===== src/rtl/mem_fill_arb_pkg.sv =====
// mem_fill_arb_pkg: shared types and constants for the cache line-fill arbiter.
package mem_fill_arb_pkg;
    typedef enum logic [1:0] {IDLE, REQ, RESP, DONE} fill_state_e;
    typedef enum logic {REQ_IC, REQ_DC} req_id_e;
    localparam int LINE_BITS = 512;
    localparam int BEATS_PER_LINE = 8;
    localparam int BEAT_BITS = 64;
    localparam logic [63:0] LINE_ALIGN_MASK = ~64'(LINE_BITS / 8 - 1);
    // Sysbus tag: READ flag, MEMORY target, zero sub-tag
    localparam logic [12:0] BUS_READ_TAG = {1'b1, 4'b0001, 8'h00};
    function automatic logic [63:0] line_align(input logic [63:0] a);
        return a & LINE_ALIGN_MASK;
    endfunction
endpackage


===== src/rtl/mem_fill_arbiter_fill_line_assembler.sv =====
// fill_line_assembler: gathers response beats into a cache line with a bit-offset progress counter.
module fill_line_assembler
    import mem_fill_arb_pkg::*;
(
    input  logic                 clk,
    input  logic                 reset,
    input  logic                 clear,
    input  logic                 beat_valid,
    input  logic [BEAT_BITS-1:0] beat_data,
    output logic [LINE_BITS-1:0] fill_data,
    output logic [9:0]           fill_offset,
    output logic                 last_beat
);
    logic [2:0] beat_cnt;

    assign last_beat = beat_valid && beat_cnt == 3'(BEATS_PER_LINE - 1);

    always_ff @(posedge clk or negedge reset) begin
        if (!reset) begin
            fill_data   <= '0;
            fill_offset <= '0;
            beat_cnt    <= '0;
        end else if (clear) begin
            fill_data   <= '0;
            fill_offset <= '0;
            beat_cnt    <= '0;
        end else if (beat_valid) begin
            fill_data[{beat_cnt, 6'b0} +: BEAT_BITS] <= beat_data;
            fill_offset <= fill_offset + 10'(BEAT_BITS);
            beat_cnt    <= beat_cnt + 3'd1;
        end
    end
endmodule


===== src/rtl/mem_fill_arbiter.sv =====
// mem_fill_arbiter: arbitrates icache/dcache line fills onto the Sysbus read path.
// MEM_FILL_ARB_ROUND_ROBIN_EN selects round-robin tie breaking; otherwise dcache has fixed priority.
module mem_fill_arbiter
    import mem_fill_arb_pkg::*;
#(
    parameter int BUS_DATA_WIDTH = 64,
    parameter int BUS_TAG_WIDTH  = 13,
    parameter int LINE_BITS      = 512
) (
    input  logic                      clk,
    input  logic                      reset,
    input  logic                      ic_req,
    input  logic [BUS_DATA_WIDTH-1:0] ic_addr,
    input  logic                      dc_req,
    input  logic [BUS_DATA_WIDTH-1:0] dc_addr,
    output logic                      bus_reqcyc,
    output logic [BUS_DATA_WIDTH-1:0] bus_req,
    output logic [BUS_TAG_WIDTH-1:0]  bus_reqtag,
    input  logic                      bus_reqack,
    input  logic                      bus_respcyc,
    input  logic [BUS_DATA_WIDTH-1:0] bus_resp,
    output logic                      bus_respack,
    output logic [LINE_BITS-1:0]      fill_data,
    output logic [9:0]                fill_offset,
    output logic                      ic_fill_done,
    output logic                      dc_fill_done,
    output logic                      busy
);
    fill_state_e               state, state_nx;
    req_id_e                   id_q;
    logic [BUS_DATA_WIDTH-1:0] addr_q;
    logic                      clear, last_beat, pick_dc;

`ifdef MEM_FILL_ARB_ROUND_ROBIN_EN
    req_id_e last_grant;
    assign pick_dc = dc_req && (!ic_req || last_grant == REQ_IC);

    always_ff @(posedge clk or negedge reset) begin
        if (!reset)
            last_grant <= REQ_DC;
        else if (clear)
            last_grant <= pick_dc ? REQ_DC : REQ_IC;
    end
`else
    assign pick_dc = dc_req;
`endif

    always_comb begin
        state_nx = state;
        clear    = 1'b0;
        case (state)
            IDLE: begin
                clear    = ic_req || dc_req;
                state_nx = clear ? REQ : IDLE;
            end
            REQ:  state_nx = bus_reqack ? RESP : REQ;
            RESP: state_nx = last_beat ? DONE : RESP;
            DONE: state_nx = IDLE;
            default: state_nx = IDLE;
        endcase
    end

    always_ff @(posedge clk or negedge reset) begin
        if (!reset) begin
            state  <= IDLE;
            addr_q <= '0;
            id_q   <= REQ_IC;
        end else begin
            state <= state_nx;
            if (clear) begin
                addr_q <= line_align(pick_dc ? dc_addr : ic_addr);
                id_q   <= pick_dc ? REQ_DC : REQ_IC;
            end
        end
    end

    assign bus_reqcyc   = state == REQ;
    assign bus_req      = bus_reqcyc ? addr_q : '0;
    assign bus_reqtag   = bus_reqcyc ? BUS_READ_TAG : '0;
    assign bus_respack  = state == RESP && bus_respcyc;
    assign ic_fill_done = state == DONE && id_q == REQ_IC;
    assign dc_fill_done = state == DONE && id_q == REQ_DC;
    assign busy         = state != IDLE;

    fill_line_assembler u_asm (
        .clk         (clk),
        .reset       (reset),
        .clear       (clear),
        .beat_valid  (bus_respack),
        .beat_data   (bus_resp),
        .fill_data   (fill_data),
        .fill_offset (fill_offset),
        .last_beat   (last_beat)
    );
endmodule

===== config.mk =====
export PLATFORM = sky130hd
export DESIGN_NAME = mem_fill_arbiter
export DESIGN_NICKNAME = d
export VERILOG_FILES = /design/src/rtl/mem_fill_arb_pkg.sv /design/src/rtl/mem_fill_arbiter_fill_line_assembler.sv /design/src/rtl/mem_fill_arbiter.sv
export SDC_FILE = /design/constraint.sdc
export NUM_CORES = 1
export LEC_CHECK = 0
export ABC_CLOCK_PERIOD_IN_PS = 7400
export BUFFER_PORTS_ARGS = -buffer_cell sky130_fd_sc_hd__buf_2
export CAP_MARGIN = 20
export CORE_AREA = 2 2 310 312
export CTS_CLUSTER_DIAMETER = 80
export DETAILED_ROUTE_END_ITERATION = 10
export DIE_AREA = 0 0 312 314
export PLACE_DENSITY_LB_ADDON = 0.12
export SETUP_SLACK_MARGIN = 0.15
export SLEW_MARGIN = 20
export SYNTH_ARGS = -nofsm -noshare
export SYNTH_HDL_FRONTEND = slang
export SYNTH_SLANG_ARGS = --single-unit

===== constraint.sdc =====
create_clock -name clk -period 7.4 [get_ports clk]
set_input_delay 1.48 -clock clk [delete_from_list [all_inputs] [get_ports clk]]
set_output_delay 1.48 -clock clk [all_outputs]
set_load 0.01 [all_outputs]

==> impl_results.md, run 1 <==
- Non-filler cells, final: 3907
- Htree depth: 3
- CP max-delay cell: and2b_2
- Slew Limit Headroom: 25.0%
- Total Routing Usage GR: 19.1%
- Syn Inst Count: 1946
- I/O Pins: 802
- Yosys warning count: 0
- Setup TNS: 0 ns
- Top cells by area, synth: dfrtp_1 (63%), a22o_1 (14%), nand2_1 (5.6%)
- CP top delay family: simple AND/OR/NAND/NOR gates
- Die H: 314 µm
- CP Data Required Time: 5.92 ns
- Antenna viol nets, final: 0
- Fmax: 253 MHz
- Async set-reset flop share out of synthesis: 100%
- Most frequent cells in the layout: buf_2 (764), dfrtp_1 (580), a22o_1 (365)
- Maximum buffer depth of the clock tree: 3
- Startpoint types: register
- Dpl hpwl: 64.4 mm
- WL per Instance: 24.7 µm
- First-pass GRT wire length: 138 mm
- Die width: 312 µm
- Crit share post-route: 53.5%
- Tmin final: 3.96 ns
- Count of final hold-check violations: 0
- TritonCTS clock tree: done
- Clk sink count: 580
- RePlAce Congestion: 0.776
- Gr ovfl total: 0
- TritonCTS Buffers: 72
- Slowest stage delay, CP: 0.93 ns
- CTS-repair resized insts: 0
- Outcome: complete, no violations
- Crit path capture type: primary output
- Post-synth EDFFs: 0
- Cell Area, Synth: 0.0231 mm²
- Post-synth top area cell: dfrtp_1
- Number of global-route vias before repair: 18513
- Hold WS: 0.467 ns
- Initial drt markers: 1374
- CTS Hold Buffers Added: 0
- Initial antenna violation count: 5
- Share of cells above drive strength 1: 35.0%
- Max_cap viols: 0
- Power density over the cells: 311 mW/mm²
- Number of synthesized register bits: 580
- Commonest non-fill, non-tap cell in the layout: buf_2
- Crit path max fanout: 63
- CTS clock-pin slew for the worst setup and hold paths: 0.05 ns
- Syn-to-layout area delta: 29.1%
- Cells after DPL: 3783
- Top cell type's share of synthesized area: 62.9%
- Power Total: 0.00926 W
- Pins over their slew limit: 0
- Worst-margin pin slew: 1.12 ns
- I/O Buffers: 766
- Synth unique cells: 46
- Final WL: 96.3 mm
- Via-per-instance ratio: 4.64
- RSZ-0062 raised after global routing: false
- Top_reg_cell synth: dfrtp_1
- Maximum vdd drop: 0.000158 V
- Starting Density: 24.4%
- First drt pass iteration count: 5
- DRC errors left: 0
- R2R setup slack: 3.51 ns
- Final Net Count: 2798
- Worst Setup Path Type: reg -> out
- DR vias: 18142
- Post-Route Utilization: 31.6%
- Critical Path AT: 2.48 ns
- CP Buf/Inv Count: 1
- Worst-case clock skew: 0.0234 ns
- Hold WC Path Type: reg -> reg
- Pleak: 16.2 nW
- Core area: 0.0944 mm²
- Critical-path cell list: and2b_2 > and2_1 > buf_2
- Largest net degree at the start of global routing: 164
- Clock tree root driver cell: clkbuf_16
- Register area share after synthesis: 62.9%
- Clock insertion delay at the later pin of the skew report: 0.63 ns
- Post-CTS Setup Bufs: 0
- Avg Cell Area, Syn: 11.9 µm²
- # rows: 113
- Die area: 0.0980 mm²
- Setup Viol. Count Final: 0
==> Yosys cell counts, drive strengths merged (2+ instances only) <==
cell type	number
mux2i	58
nor3	2
ha	8
or3	2
a41oi	2
o21ai	76
xor2	2
dfrtp	580
and2	62
nand2b	3
a21oi	85
nand3	71
nand4	5
inv	6
a22o	365
and3	5
nor4	3
nand2	344
nor2b	2
buf	159
clkbuf	82
nor2	10
==> sequential cells by signal, summed over array words and instances (netlist names) <==
name               count
u_asm.fill_data      512
u_asm.beat_cnt         3
u_asm.fill_offset      4
state                  2
id_q                   1
addr_q                58
==> final cells by class <==
type                    instances  area (µm²)
multi-input cells            1141        7300
repair buffers                791        4060
diodes                          2        5.00
fillers                      9846       64600
clock inverters                18         230
flip-flops and latches        580       14500
well taps                    1265        1580
clock buffers                 104        2090
inverters                       6        22.5
==> metrics by stage <==
step | area [µm²] | setup WS, ns
final | 29800 | 3.44
after global routing | 29800 | 3.22
after CTS | 29800 | 3.31
after detailed placement | 27500 | 2.82
after global placement | 27500 | 2.89
after floorplan | 23200 | 3.90
==> power breakdown <==
group          internal (W)  switching [W]  leakage, nW
Clock               0.00210        0.00141         1.14
Combinational      0.000529        0.00159         7.02
Sequential          0.00346       0.000159         7.99
Total               0.00609        0.00317         16.2
==> worst reg2reg max path, delay by kind of cell (launching register included) <==
kind | cells | cell delay [ns]
and+or+nand+nor | 3 | 1.17
adders and majority gates | 2 | 0.95
buffers and inverters | 2 | 0.74
DFF | 1 | 0.58
AOI/OAI and AO/OA | 1 | 0.38
==> cells by family (layout without fill, tap and decap cells) <==
kind of cell,count (synthesis),after routing,share of synthesized area (%)
flip-flops,580,580,62.9
AO/OA/AOI/OAI,533,533,17.7
AND/OR/NAND/NOR,516,516,10.1
buffers and inverters,247,919,6.29
multiplexers,58,58,2.51
adder cells (fa/ha/maj),8,8,0.434
XOR/XNOR,3,3,0.114
other,1,25,0.0162
==> per-layer routing <==
layer	vias up	routed length, µm	GRT usage [%]
li1	8055	-	-
met1	9205	38900	23.5
met2	740	46800	31.8
met3	138	7460	5.66
met4	4	3130	7.00
met5	-	22	0
==> final timing paths <==
path                              startpoint              endpoint  cells past startpoint
max in group asynchronous              reset  u_asm.fill_data[249]                      2
min in group asynchronous              reset  u_asm.fill_data[223]                      1
hold reg to reg                   addr_q[61]            addr_q[61]                      2
setup / recovery                    state[1]           bus_req[26]                      3
setup reg to reg           u_asm.beat_cnt[0]  u_asm.fill_data[366]                      8
hold / removal                    addr_q[61]            addr_q[61]                      2
(Power assumes the default switching activity.)
==> run 2, diff against run 1 <==
ABC_CLOCK_PERIOD_IN_PS = 4050   (was 7400)
clock period = 4.05 ns   (was 7.4 ns; I/O delays follow)
==> run 2 against run 1 <==
Net effect: power grew 86%; register-to-register slack lost 2.7 ns; worst hold slack lost 0.28 ns; flip-flop and latch count is the same; combinational power grew 91%; clock-buffer cell count shrank 6; global-route usage is essentially flat; cell area grew 1.3%; critical path type unchanged.
==> impl_results.md, run 2 (synthesized netlist as in run 1, its figures left out) <==
- Count of final hold-check violations: 0 (unchanged)
- Hold WC Path Type: in -> async
- CTS clock-pin slew for the worst setup and hold paths: 0.05 ns (about the same)
- Tmin final: 3.32 ns
- Outcome: complete, no violations
- CTS-repair resized insts: 0 (unchanged)
- Pleak: 16.4 nW (+1.2%)
- Startpoint types: register
- Fmax: 301 MHz
- Pins over their slew limit: 0 (unchanged)
- First drt pass iteration count: 5 (unchanged)
- RSZ-0062 raised after global routing: false
- Crit share post-route: 81.9%
- Initial antenna violation count: 5 (unchanged)
- CP max-delay cell: and2b_2
- Htree depth: 3 (unchanged)
- Final Net Count: 2817 (+0.68%)
- Via-per-instance ratio: 4.64 (about the same)
- Finished Cell Area: 0.0302 mm² (+1.3%)
- CP Depth: 4 (+1)
- Layout fillers: 9824 (-0.22%)
- Clock tree root driver cell: clkbuf_16
- # rows: 113 (unchanged)
- CTS Hold Buffers Added: 0 (unchanged)
- Syn-to-layout area delta: 30.7%
- DR vias: 18255 (+0.62%)
- Antenna viol nets, final: 0 (unchanged)
- I/O Buffers: 766 (unchanged)
- RePlAce Congestion: 0.777 (+0.18%)
- TritonCTS clock tree: done
- Dpl hpwl: 66.0 mm (+2.5%)
- Crit path to: bus_req[31]
- Starting Density: 24.4% (unchanged)
- Total Routing Usage GR: 19.2% (about the same)
- Clock insertion delay at the later pin of the skew report: 0.64 ns (about the same)
- Maximum vdd drop: 0.000277 V (+76%)
- Power density over the cells: 570 mW/mm² (+83%)
- CP Data Required Time: 3.24 ns (-2.68 ns)
- Final WL: 96.4 mm (about the same)
- Slowest stage delay, CP: 0.68 ns (-0.25 ns)
- Clk sink count: 580 (unchanged)
- Die area: 0.0980 mm² (unchanged)
- Die H: 314 µm (unchanged)
- DRC errors left: 0 (unchanged)
- Crit path max fanout: 36 (-43%)
- Hold WS: 0.189 ns (-0.278 ns)
- Gr ovfl total: 0 (unchanged)
- Setup Viol. Count Final: 0 (unchanged)
- Area after DPL: 0.0278 mm² (+1.0%)
- Max_cap viols: 0 (unchanged)
- Storage cell area: 0.0145 mm² (unchanged)
- Max reg flops: 512 (unchanged)
- Worst-case clock skew: 0.0168 ns (-0.00660 ns)
- R2R setup slack: 0.78 ns (-2.73 ns)
- WL per Instance: 24.5 µm (-0.55%)
- Core area: 0.0944 mm² (unchanged)
- Area of the multi-input gates: 0.00730 mm² (unchanged)
- CP top delay family: simple AND/OR/NAND/NOR gates
- Critical-path cell list: and2b_2 > buf_4 > and2_1 > buf_2
- Cell depth of the worst flop-to-flop path: 8 (unchanged)
- Number of global-route vias before repair: 19027 (+2.8%)
- Die width: 312 µm (unchanged)
- Worst Setup Path Type: reg -> out
- Beginning of the critical path: state[1]
- Post-Route Utilization: 32.0% (+0.40 points)
- TritonCTS Buffers: 72 (unchanged)
- Maximum buffer depth of the clock tree: 3 (unchanged)
- Crit path capture type: primary output
- First-pass GRT wire length: 138 mm (-0.12%)
- Largest net degree at the start of global routing: 121 (-26%)
- Top flop regs: u_asm.fill_data x512, addr_q x58, u_asm.fill_offset x4
- Power Total: 0.0172 W (+86%)
- R2r startpoint: u_asm.beat_cnt[0]
- Commonest non-fill, non-tap cell in the layout: buf_2
- Initial drt markers: 1243 (-9.5%)
- Post-CTS Setup Bufs: 0 (unchanged)
- Worst-margin pin slew: 0.982 ns (-0.143 ns)
- I/O Pins: 802 (unchanged)
- CP Buf/Inv Count: 2 (+1)
- RR Endpoint: u_asm.fill_data[198]
- Setup TNS: 0 ns (unchanged)
- Top reg by flops: u_asm.fill_data
- Slew Limit Headroom: 34.5% (+9.5 points)
- Share of cells above drive strength 1: 35.8% (+0.80 points)
- Most frequent cells in the layout: buf_2 (764), dfrtp_1 (580), a22o_1 (365)
- Critical Path AT: 2.51 ns (+0.03 ns)
## run 2: cell count changes in the layout (fill, tap and decap cells not counted), moves of 2 or more
cell,before,now
clkbuf_1,17,12
clkinv_2,6,14
buf_4,24,30
clkinvlp_4,0,3
buf_12,2,14
clkinv_4,4,0
inv_8,1,3
inv_16,0,2
## run 2: how the worst min path moves through the flow
stage          slack (ns)       start  depth (start not counted)                   end
2_1_floorplan        0.44  addr_q[10]                          2            addr_q[10]
3_3_place_gp         0.46  addr_q[32]                          2            addr_q[32]
3_5_place_dp         0.46  addr_q[19]                          2            addr_q[19]
4_1_cts              0.24       reset                          1  u_asm.fill_data[214]
5_1_grt              0.21       reset                          1  u_asm.fill_data[214]
6_report             0.19       reset                          1  u_asm.fill_data[214]
## run 2: per-stage QoR
step | instances | setup slack [ns]
after floorplan | 1968 | 1.68
after global placement | 3801 | 0.730
after detailed placement | 3801 | 0.739
after CTS | 3929 | 0.613
after global routing | 3932 | 0.488
final | 3932 | 0.731
## run 2: layer usage
metal | global-route usage (%) | routed length, µm
met1 | 23.1 | 38900
met2 | 32.2 | 47000
met3 | 5.55 | 6850
met4 | 7.75 | 3630
met5 | 0 | 21
## run 2: cell type report
cell class	count	share of cell area (%)
Antenna cell	2	0.0166
Multi-Input combinational cell	1141	24.2
Tap cell	1265	5.24
Clock buffer	98	6.83
Inverter	6	0.0746
Sequential cell	580	48.1
Clock inverter	30	1.09
Timing Repair Buffer	810	14.5
## run 2: where the power goes
| group | internal (W) | leakage [nW] | switching (W) | total [W] |
|---|---|---|---|---|
| Clock | 0.00386 | 1.18 | 0.00268 | 0.00654 |
| Sequential | 0.00632 | 7.99 | 0.000291 | 0.00661 |
| Combinational | 0.00111 | 7.18 | 0.00294 | 0.00405 |
| Total | 0.0113 | 16.4 | 0.00591 | 0.0172 |
## run 2: worst register-to-register path, stage by stage, from the launching register on
cell     delay (ns)
dfrtp_1        0.58
inv_1          0.15
ha_1           0.25
ha_1           0.53
nand4_1        0.20
buf_4          0.33
and2_2         0.68
buf_12         0.31
a22o_1         0.19
